$ cat config.mk
export PLATFORM = sky130hd
export DESIGN_NAME = w2_update
export DESIGN_NICKNAME = d
export VERILOG_FILES = /design/src/rtl/dqn_pkg.sv /design/src/rtl/sat_sub.sv /design/src/rtl/w2_update.sv
export SDC_FILE = /design/constraint.sdc
export NUM_CORES = 1
export LEC_CHECK = 0
export CORE_MARGIN = 2
export CORE_UTILIZATION = 40
export CTS_CLUSTER_SIZE = 14
export DETAILED_ROUTE_END_ITERATION = 7
export DONT_BUFFER_PORTS = 1
export GPL_TIMING_DRIVEN = 0
export SYNTH_ARGS = -nofsm -noshare
export SYNTH_HDL_FRONTEND = slang
export SYNTH_SLANG_ARGS = --single-unit
$ cat constraint.sdc
create_clock -name clk -period 5.2 [get_ports clk]
set_clock_uncertainty 0.1 [all_clocks]
set_input_delay 1.04 -clock clk [delete_from_list [all_inputs] [get_ports clk]]
set_output_delay 1.04 -clock clk [all_outputs]
set_load 0.02 [all_outputs]
$ cat src/rtl/dqn_pkg.sv
// Shared types and constants for the DQN training datapath.
package dqn_pkg;
  localparam int WIDTH = 16;
  localparam int N_W   = 9;

  typedef enum logic [1:0] {IDLE, UPD, DONE} w2u_state_t;

  localparam logic signed [WIDTH-1:0] SMAX = {1'b0, {(WIDTH-1){1'b1}}};
  localparam logic signed [WIDTH-1:0] SMIN = {1'b1, {(WIDTH-1){1'b0}}};
endpackage

$ cat src/rtl/sat_sub.sv
// Saturating signed subtract y = sat(a - b), computed one bit wider.
module sat_sub #(
  parameter int WIDTH = 16
) (
  input  logic signed [WIDTH-1:0] a,
  input  logic signed [WIDTH-1:0] b,
  output logic signed [WIDTH-1:0] y
);
  logic signed [WIDTH:0] diff;

  assign diff = {a[WIDTH-1], a} - {b[WIDTH-1], b};

  // Overflow shows up as the two top bits disagreeing; the top bit gives direction.
  always_comb begin
    y = diff[WIDTH-1:0];
    if (diff[WIDTH] != diff[WIDTH-1])
      y = diff[WIDTH] ? {1'b1, {(WIDTH-1){1'b0}}} : {1'b0, {(WIDTH-1){1'b1}}};
  end
endmodule

$ cat src/rtl/w2_update.sv
// Layer-2 weight updater: snapshot nine gradients, then apply one SGD step per cycle.
module w2_update
  import dqn_pkg::*;
#(
  parameter int WIDTH = dqn_pkg::WIDTH,
  parameter int N_W   = dqn_pkg::N_W
) (
  input  logic             clk,
  input  logic             rst,
  input  logic             start,
  input  logic [3:0]       lr_shift,
  input  logic [WIDTH-1:0] dw2_0,
  input  logic [WIDTH-1:0] dw2_1,
  input  logic [WIDTH-1:0] dw2_2,
  input  logic [WIDTH-1:0] dw2_3,
  input  logic [WIDTH-1:0] dw2_4,
  input  logic [WIDTH-1:0] dw2_5,
  input  logic [WIDTH-1:0] dw2_6,
  input  logic [WIDTH-1:0] dw2_7,
  input  logic [WIDTH-1:0] dw2_8,
  input  logic             load_en,
  input  logic [3:0]       load_idx,
  input  logic [WIDTH-1:0] load_data,
  output logic [WIDTH-1:0] w2_0,
  output logic [WIDTH-1:0] w2_1,
  output logic [WIDTH-1:0] w2_2,
  output logic [WIDTH-1:0] w2_3,
  output logic [WIDTH-1:0] w2_4,
  output logic [WIDTH-1:0] w2_5,
  output logic [WIDTH-1:0] w2_6,
  output logic [WIDTH-1:0] w2_7,
  output logic [WIDTH-1:0] w2_8,
  output logic             busy,
  output logic             done
);
  logic signed [WIDTH-1:0] w2    [N_W];
  logic signed [WIDTH-1:0] snap  [N_W];
  logic        [WIDTH-1:0] dw_in [N_W];
  logic [3:0]              sh;
  logic [3:0]              idx;
  w2u_state_t              state;

  logic signed [WIDTH-1:0] cur_w, cur_g, upd_w;

  assign dw_in[0] = dw2_0;
  assign dw_in[1] = dw2_1;
  assign dw_in[2] = dw2_2;
  assign dw_in[3] = dw2_3;
  assign dw_in[4] = dw2_4;
  assign dw_in[5] = dw2_5;
  assign dw_in[6] = dw2_6;
  assign dw_in[7] = dw2_7;
  assign dw_in[8] = dw2_8;

  assign w2_0 = w2[0];
  assign w2_1 = w2[1];
  assign w2_2 = w2[2];
  assign w2_3 = w2[3];
  assign w2_4 = w2[4];
  assign w2_5 = w2[5];
  assign w2_6 = w2[6];
  assign w2_7 = w2[7];
  assign w2_8 = w2[8];

  // Single shared datapath: only the weight selected by idx is touched each cycle.
  assign cur_w = w2[idx];
  assign cur_g = snap[idx] >>> sh;

  sat_sub #(.WIDTH(WIDTH)) u_sat (
    .a (cur_w),
    .b (cur_g),
    .y (upd_w)
  );

  always_ff @(posedge clk or negedge rst) begin
    if (!rst) begin
      for (int i = 0; i < N_W; i++) begin
        w2[i]   <= '0;
        snap[i] <= '0;
      end
      sh    <= '0;
      idx   <= '0;
      state <= IDLE;
      busy  <= 1'b0;
      done  <= 1'b0;
    end else begin
      case (state)
        IDLE: begin
          if (start) begin
            for (int i = 0; i < N_W; i++) snap[i] <= dw_in[i];
            sh    <= lr_shift;
            idx   <= '0;
            state <= UPD;
            busy  <= 1'b1;
          end else if (load_en && load_idx < 4'(N_W)) begin
            w2[load_idx] <= load_data;
          end
        end
        UPD: begin
          w2[idx] <= upd_w;
          if (idx == 4'(N_W - 1)) begin
            state <= DONE;
            busy  <= 1'b0;
            done  <= 1'b1;
          end else begin
            idx <= idx + 4'd1;
          end
        end
        DONE: begin
          done  <= 1'b0;
          state <= IDLE;
        end
        default: begin
          state <= IDLE;
          busy  <= 1'b0;
          done  <= 1'b0;
        end
      endcase
    end
  end
endmodule

==> flow_metrics.tcl, run 1 <==
set metrics [dict create \
    status "complete, no violations" \
    nNetsFinal 1973 \
    first_pass_iters 6 \
    critPathArrivalTime_ps 5400 \
    coreArea_mm2 0.0428 \
    htree_levels 2 \
    startpoint_type "flop" \
    drc 0 \
    cts_hold_buf 0 \
    regMostFlops "snap" \
    dieArea_mm2 0.0448 \
    layout_commonest_cell "dfrtp_1" \
    via_per_inst 6.53 \
    multi_input_area_mm2 0.00946 \
    syn_inst 1723 \
    grt-ovfl-total 0 \
    syn_avg_cell_area_um2 10.0 \
    ys_seq_elements 300 \
    synthMuxAreaShare 0.189 \
    synth_edf_count 0 \
    crit_required_ps 5520 \
    clockBufferDepth 3 \
    max_freq_ghz 0.197 \
    slew_violations 0 \
    path_max_fanout 10 \
    hold_viol_final 0 \
    io_pins 318 \
    synth_fp_nets 1916 \
    hold_ws_ps 67.7 \
    critical_path_class "flop to flop" \
    vias 15413 \
    ys_types 73 \
    synth_area_mm2 0.0172 \
    path_clk_slew_ps 60 \
    cts_sinks 300 \
    postRouteAntennaNets 0 \
    layout-drive-gt1-share 0.225 \
    die_y_um 212 \
    tightest_slew_ps 1270 \
    final_cells 2361 \
    placed_area_mm2 0.0179 \
    clock_latency_ps 560 \
    setup_violations 0 \
    grt_max_degree 301 \
    numCtsBuffers 37 \
    routed_wl_mm 69.5 \
    max_slew_margin 0.150 \
    max_cap_violations 0 \
    antenna_found_initial 8 \
    async_flop_share 1.00 \
    synthAdderAreaFrac 0.0186 \
    final_cell_mix "dfrtp_1 (299), o21ai_0 (231), mux2_2 (155)" \
    port_buffers 0 \
    yosys_warnings 0 \
    cts_tree "yes" \
    final.min_clock_period_ps 5080 \
    areaGrowthSynthToFinish_pct 16.3 \
    grt_pass1_vias 14682 \
    globalplace.congestion 0.980 \
    synth_flop_cell "dfrtp_1" \
    synth_top_family_by_area "compound AO/OA/AOI/OAI gates" \
    synth_xor_area_frac 0.00754 \
    globalRouteTotalUtil 0.304 \
    floorplan.rows 76 \
    initial_utilization 0.403 \
    routedWlPerCell_um 29.5 \
    dp_cells 2269 \
    largest_reg_flops 144 \
    cp-end-kind "flop" \
    period_share 0.977 \
    die_w_um 212 \
    synth-simple-area-share 0.0936 \
    min_path_type "input pin to async pin" \
    seq_area_mm2 0.00751 \
    utilization 0.469 \
    ys_seq_area_frac 0.435 \
    fillCellCount 4064 \
    drt_iter0_drc 1892 \
    rsz0062_at_grt "yes" \
    fin_area_mm2 0.0201 \
    dp.final_hpwl_mm 52.7 \
    grt_pass1_wl_mm 99.8 \
    synth_compound_area_frac 0.215 \
    root_buffer "clkbuf_16" \
]
-- worst paths after layout --
check / slack, ps / end / from / cells past startpoint
setup / recovery: 120 / w2_8[0]$_DFFE_PN0P_ / idx[2]$_DFFE_PN0P_ / 19
hold / removal: 70 / snap[38]$_DFFE_PN0P_ / rst / 0
setup reg to reg: 120 / w2_8[0]$_DFFE_PN0P_ / idx[2]$_DFFE_PN0P_ / 19
hold reg to reg: 400 / snap[37]$_DFFE_PN0P_ / snap[37]$_DFFE_PN0P_ / 1
max in group asynchronous: 4040 / w2_1[11]$_DFFE_PN0P_ / rst / 0
min in group clk: 400 / snap[37]$_DFFE_PN0P_ / snap[37]$_DFFE_PN0P_ / 1
-- what timing repair did --
item | CTS | global route
pin swaps | 7 | 16
setup endpoints to repair | 144 | 143
gates resized for setup | 94 | 86
setup buffers | 7 | 13
cloned | 0 | 1
-- cell type report --
cell class / instances / area share
Timing Repair Buffer: 21 / 0.0112
Clock inverter: 17 / 0.00992
Clock buffer: 50 / 0.0531
Multi-Input combinational cell: 1263 / 0.472
Sequential cell: 300 / 0.374
Antenna cell: 7 / 0.000874
Buffer: 132 / 0.0398
Tap cell: 546 / 0.0341
Inverter: 25 / 0.00493
-- worst max-delay path: stages (launching register included) --
cell	delay, ps
dfrtp_1	370
buf_6	160
or2_2	320
buf_4	220
o22ai_1	210
nor2_1	90
or2_1	230
clkbuf_1	200
nand2_1	180
o21ai_0	110
a211o_1	360
ha_1	410
and2_1	220
or3_1	350
o2111a_2	310
o21a_4	240
buf_12	160
buf_12	130
a31oi_4	350
o221ai_1	190
-- cell usage after synthesis, types with 10 or more instances --
library cell | number | share of area
a211oi_1 | 22 | 0.0096
a21oi_1 | 83 | 0.024
a221oi_1 | 32 | 0.016
a31oi_1 | 42 | 0.015
and2_1 | 15 | 0.0054
and3_1 | 13 | 0.0047
buf_2 | 37 | 0.011
clkbuf_1 | 78 | 0.017
dfrtp_1 | 300 | 0.44
ha_1 | 20 | 0.015
inv_1 | 23 | 0.0050
mux2_2 | 155 | 0.10
mux2i_1 | 80 | 0.046
mux4_2 | 31 | 0.040
nand2_1 | 111 | 0.024
nand2b_1 | 15 | 0.0054
nand3b_1 | 10 | 0.0044
nor2_1 | 116 | 0.025
nor2b_1 | 16 | 0.0058
nor3_1 | 18 | 0.0052
o211ai_1 | 10 | 0.0044
o21ai_0 | 262 | 0.076
o21ai_1 | 10 | 0.0029
o22ai_1 | 59 | 0.021
-- logic make-up after synthesis --
| kind of cell | count (synthesis) |
|---|---|
| flip-flops | 300 |
| buffers and inverters | 160 |
| adder cells (fa/ha/maj) | 26 |
| multiplexers | 267 |
| AO/OA/AOI/OAI | 609 |
| AND/OR/NAND/NOR | 347 |
| XOR/XNOR | 14 |
-- metrics by stage --
stage	worst slack, ps	TNS [ps]
2_1_floorplan	482	0
5_1_grt	-46.5	-241
3_3_place_gp	-948	-106050
3_5_place_dp	-996	-109380
6_report	120	0
4_1_cts	-7.64	-15.5
-- per-layer routing --
layer  share of wire  vias up  track usage  wire (µm)
met5               0        -            0          0
met4           0.044        0        0.124       3090
met3            0.11      170       0.0866       7730
met2            0.44      913        0.458      30800
met1            0.40     7753        0.412      27900
li1                -     6577            -          -
Power of run 1 is not shown: default switching activity piles up to over one toggle a cycle in this logic, so the estimate is an artifact.
==> inputs of run 2 (changes only) <==
- ABC_AREA: unset -> 1
==> flow_metrics.tcl, run 2 <==
set metrics [dict create \
    status "complete, no violations" \
    path_clk_slew_ps 70 \
    max_slew_margin 0.119 \
    final.min_clock_period_ps 5010 \
    yosys.area.top_type "dfrtp_1" \
    cpMostUsedCell "nand2_1" \
    htree_levels 2 \
    slowest_delay_ps 680 \
    hold_viol_final 0 \
    setup_violations 0 \
    critical_path_class "flop to flop" \
    synth.most_common_cell "nand2_1" \
    utilization 0.452 \
    initial_utilization 0.404 \
    antenna_found_initial 4 \
    grt_pass1_vias 17257 \
    globalRouteTotalUtil 0.320 \
    crit_chain "inv_1 > buf_2 > clkbuf_1 > o21ai_0 > a21oi_1 > nor4_1 > a31oi_1 > ha_1 > nand2_1 > inv_1 > nand2_1 > nand2_1 > a21oi_1 > nand2_1 > nand2_1 > nand4_1 > clkbuf_4 > nand2_2 > nand2_1 > a21oi_1" \
    rsz0062_at_grt "no" \
    fillCellCount 4661 \
    root_buffer "clkbuf_16" \
    period_share 0.963 \
    first_pass_iters 6 \
    layout-drive-gt1-share 0.0801 \
    drt_iter0_drc 1953 \
    synth_area_mm2 0.0178 \
    routed_wl_mm 74.9 \
    slowest_stage "clkbuf_1" \
    startpoint_type "flop" \
    cts_setup_buffers 0 \
    via_per_inst 5.57 \
    dieArea_mm2 0.0463 \
    port_buffers 0 \
    ys_seq_area_frac 0.421 \
    max_freq_ghz 0.200 \
    cp-end-kind "flop" \
    path_max_fanout 10 \
    slew_violations 0 \
    async_flop_share 1.00 \
    synth_area_leaders "dfrtp_1 (42%), nand2_1 (17%), a21oi_1 (9.8%)" \
    postRouteAntennaNets 0 \
    seq_area_mm2 0.00751 \
    multi_input_area_mm2 0.00829 \
    areaGrowthSynthToFinish_pct 11.7 \
    drc 0 \
    tightest_slew_ps 1310 \
    nNetsFinal 2803 \
    synth_top_area_frac 0.421 \
    synth_flop_cell "dfrtp_1" \
    grt_pass1_wl_mm 111 \
    syn_avg_cell_area_um2 6.94 \
    layout_commonest_cell "nand2_1" \
    routedWlPerCell_um 23.2 \
    max_cap_violations 0 \
    die_y_um 215 \
    min_path_type "input pin to async pin" \
    final_cell_mix "nand2_1 (800), inv_1 (358), a21oi_1 (350)" \
    numCtsBuffers 38 \
    ys_seq_elements 300 \
    synth_edf_count 0 \
    grt-ovfl-total 0 \
    coreArea_mm2 0.0441 \
    ys_types 43 \
    io_pins 318 \
    top_usage_layer "met2" \
    synth_fp_nets 2764 \
    syn_inst 2571 \
    use_met2 0.465 \
    use_met3 0.103 \
    yosys_warnings 0 \
    clockBufferDepth 3 \
    cts_sinks 300 \
    vias 17990 \
    grt_max_degree 301 \
    regMostFlops "snap" \
    die_w_um 215 \
    critPathArrivalTime_ps 5400 \
    clock_latency_ps 580 \
    floorplan.rows 77 \
    dp.final_hpwl_mm 56.7 \
    cts_tree "yes" \
    crit_required_ps 5590 \
    use_met1 0.443 \
    largest_reg_flops 144 \
    synth_common_cells "nand2_1 (803), inv_1 (358), a21oi_1 (350)" \
    globalplace.congestion 0.977 \
]
run 2: layout make-up:
cell class | count | area share
inverter | 394 | 0.0743
tap | 592 | 0.0372
sequential | 300 | 0.377
clock inverter | 10 | 0.00521
antenna | 2 | 0.000251
buffer | 140 | 0.0338
clock buffer | 55 | 0.0565
multi-input combinational | 1736 | 0.416
run 2: cells by family (layout without fill, tap and decap cells):
logic type | count (synthesis) | count (layout) | synth area share
compound gates | 595 | 595 | 0.181
simple gates | 1112 | 1112 | 0.262
flops | 300 | 300 | 0.421
fa+ha+maj | 21 | 21 | 0.0151
other cells | 0 | 2 | 0
xor+xnor | 8 | 8 | 0.00393
buf+inv | 535 | 599 | 0.117
run 2: worst paths after layout:
check                                            from               endpoint  slack [ps]  depth (start not counted)
worst max-delay path               idx[0]$_DFFE_PN0P_    w2_1[9]$_DFFE_PN0P_         190                         20
worst min-delay path                              rst   snap[38]$_DFFE_PN0P_          80                          0
worst max register to register     idx[0]$_DFFE_PN0P_    w2_1[9]$_DFFE_PN0P_         190                         20
worst min register to register  snap[101]$_DFFE_PN0P_  snap[101]$_DFFE_PN0P_         380                          2
max in group asynchronous                         rst   w2_8[12]$_DFFE_PN0P_        4020                          0
min in group clk                snap[101]$_DFFE_PN0P_  snap[101]$_DFFE_PN0P_         380                          2
run 2: what timing repair did:
item                       CTS  global route
resized for setup           23            44
pin swaps                    0             2
hold buffers                 0             0
setup endpoints to repair  136           135
run 2: worst max-delay path: cells and delay by family (launching register included):
kind | cells | cell delay, ps
fa+ha+maj | 1 | 380
compound gates | 5 | 1250
buf+inv | 5 | 1520
flops | 1 | 490
simple gates | 9 | 1120
run 2: metal layers:
metal	share of wire	wire length [µm]
met4	0.043	3190
met5	0.00016	12
met2	0.42	31400
met1	0.42	31800
met3	0.11	8590
run 2: per-stage QoR:
step	cells	hold WS, ps	setup TNS (ps)	instance area, µm²	worst slack, ps
after detailed placement	3163	365	-87300	18600	-775
after floorplan	2571	341	0	17800	1220
final	3229	79.4	0	19900	190
after CTS	3227	68.4	0	19800	8.58
after global placement	3163	358	-86060	18600	-736
after global routing	3228	56.5	0	19900	7.48
Power of run 2 is left out for the same reason.
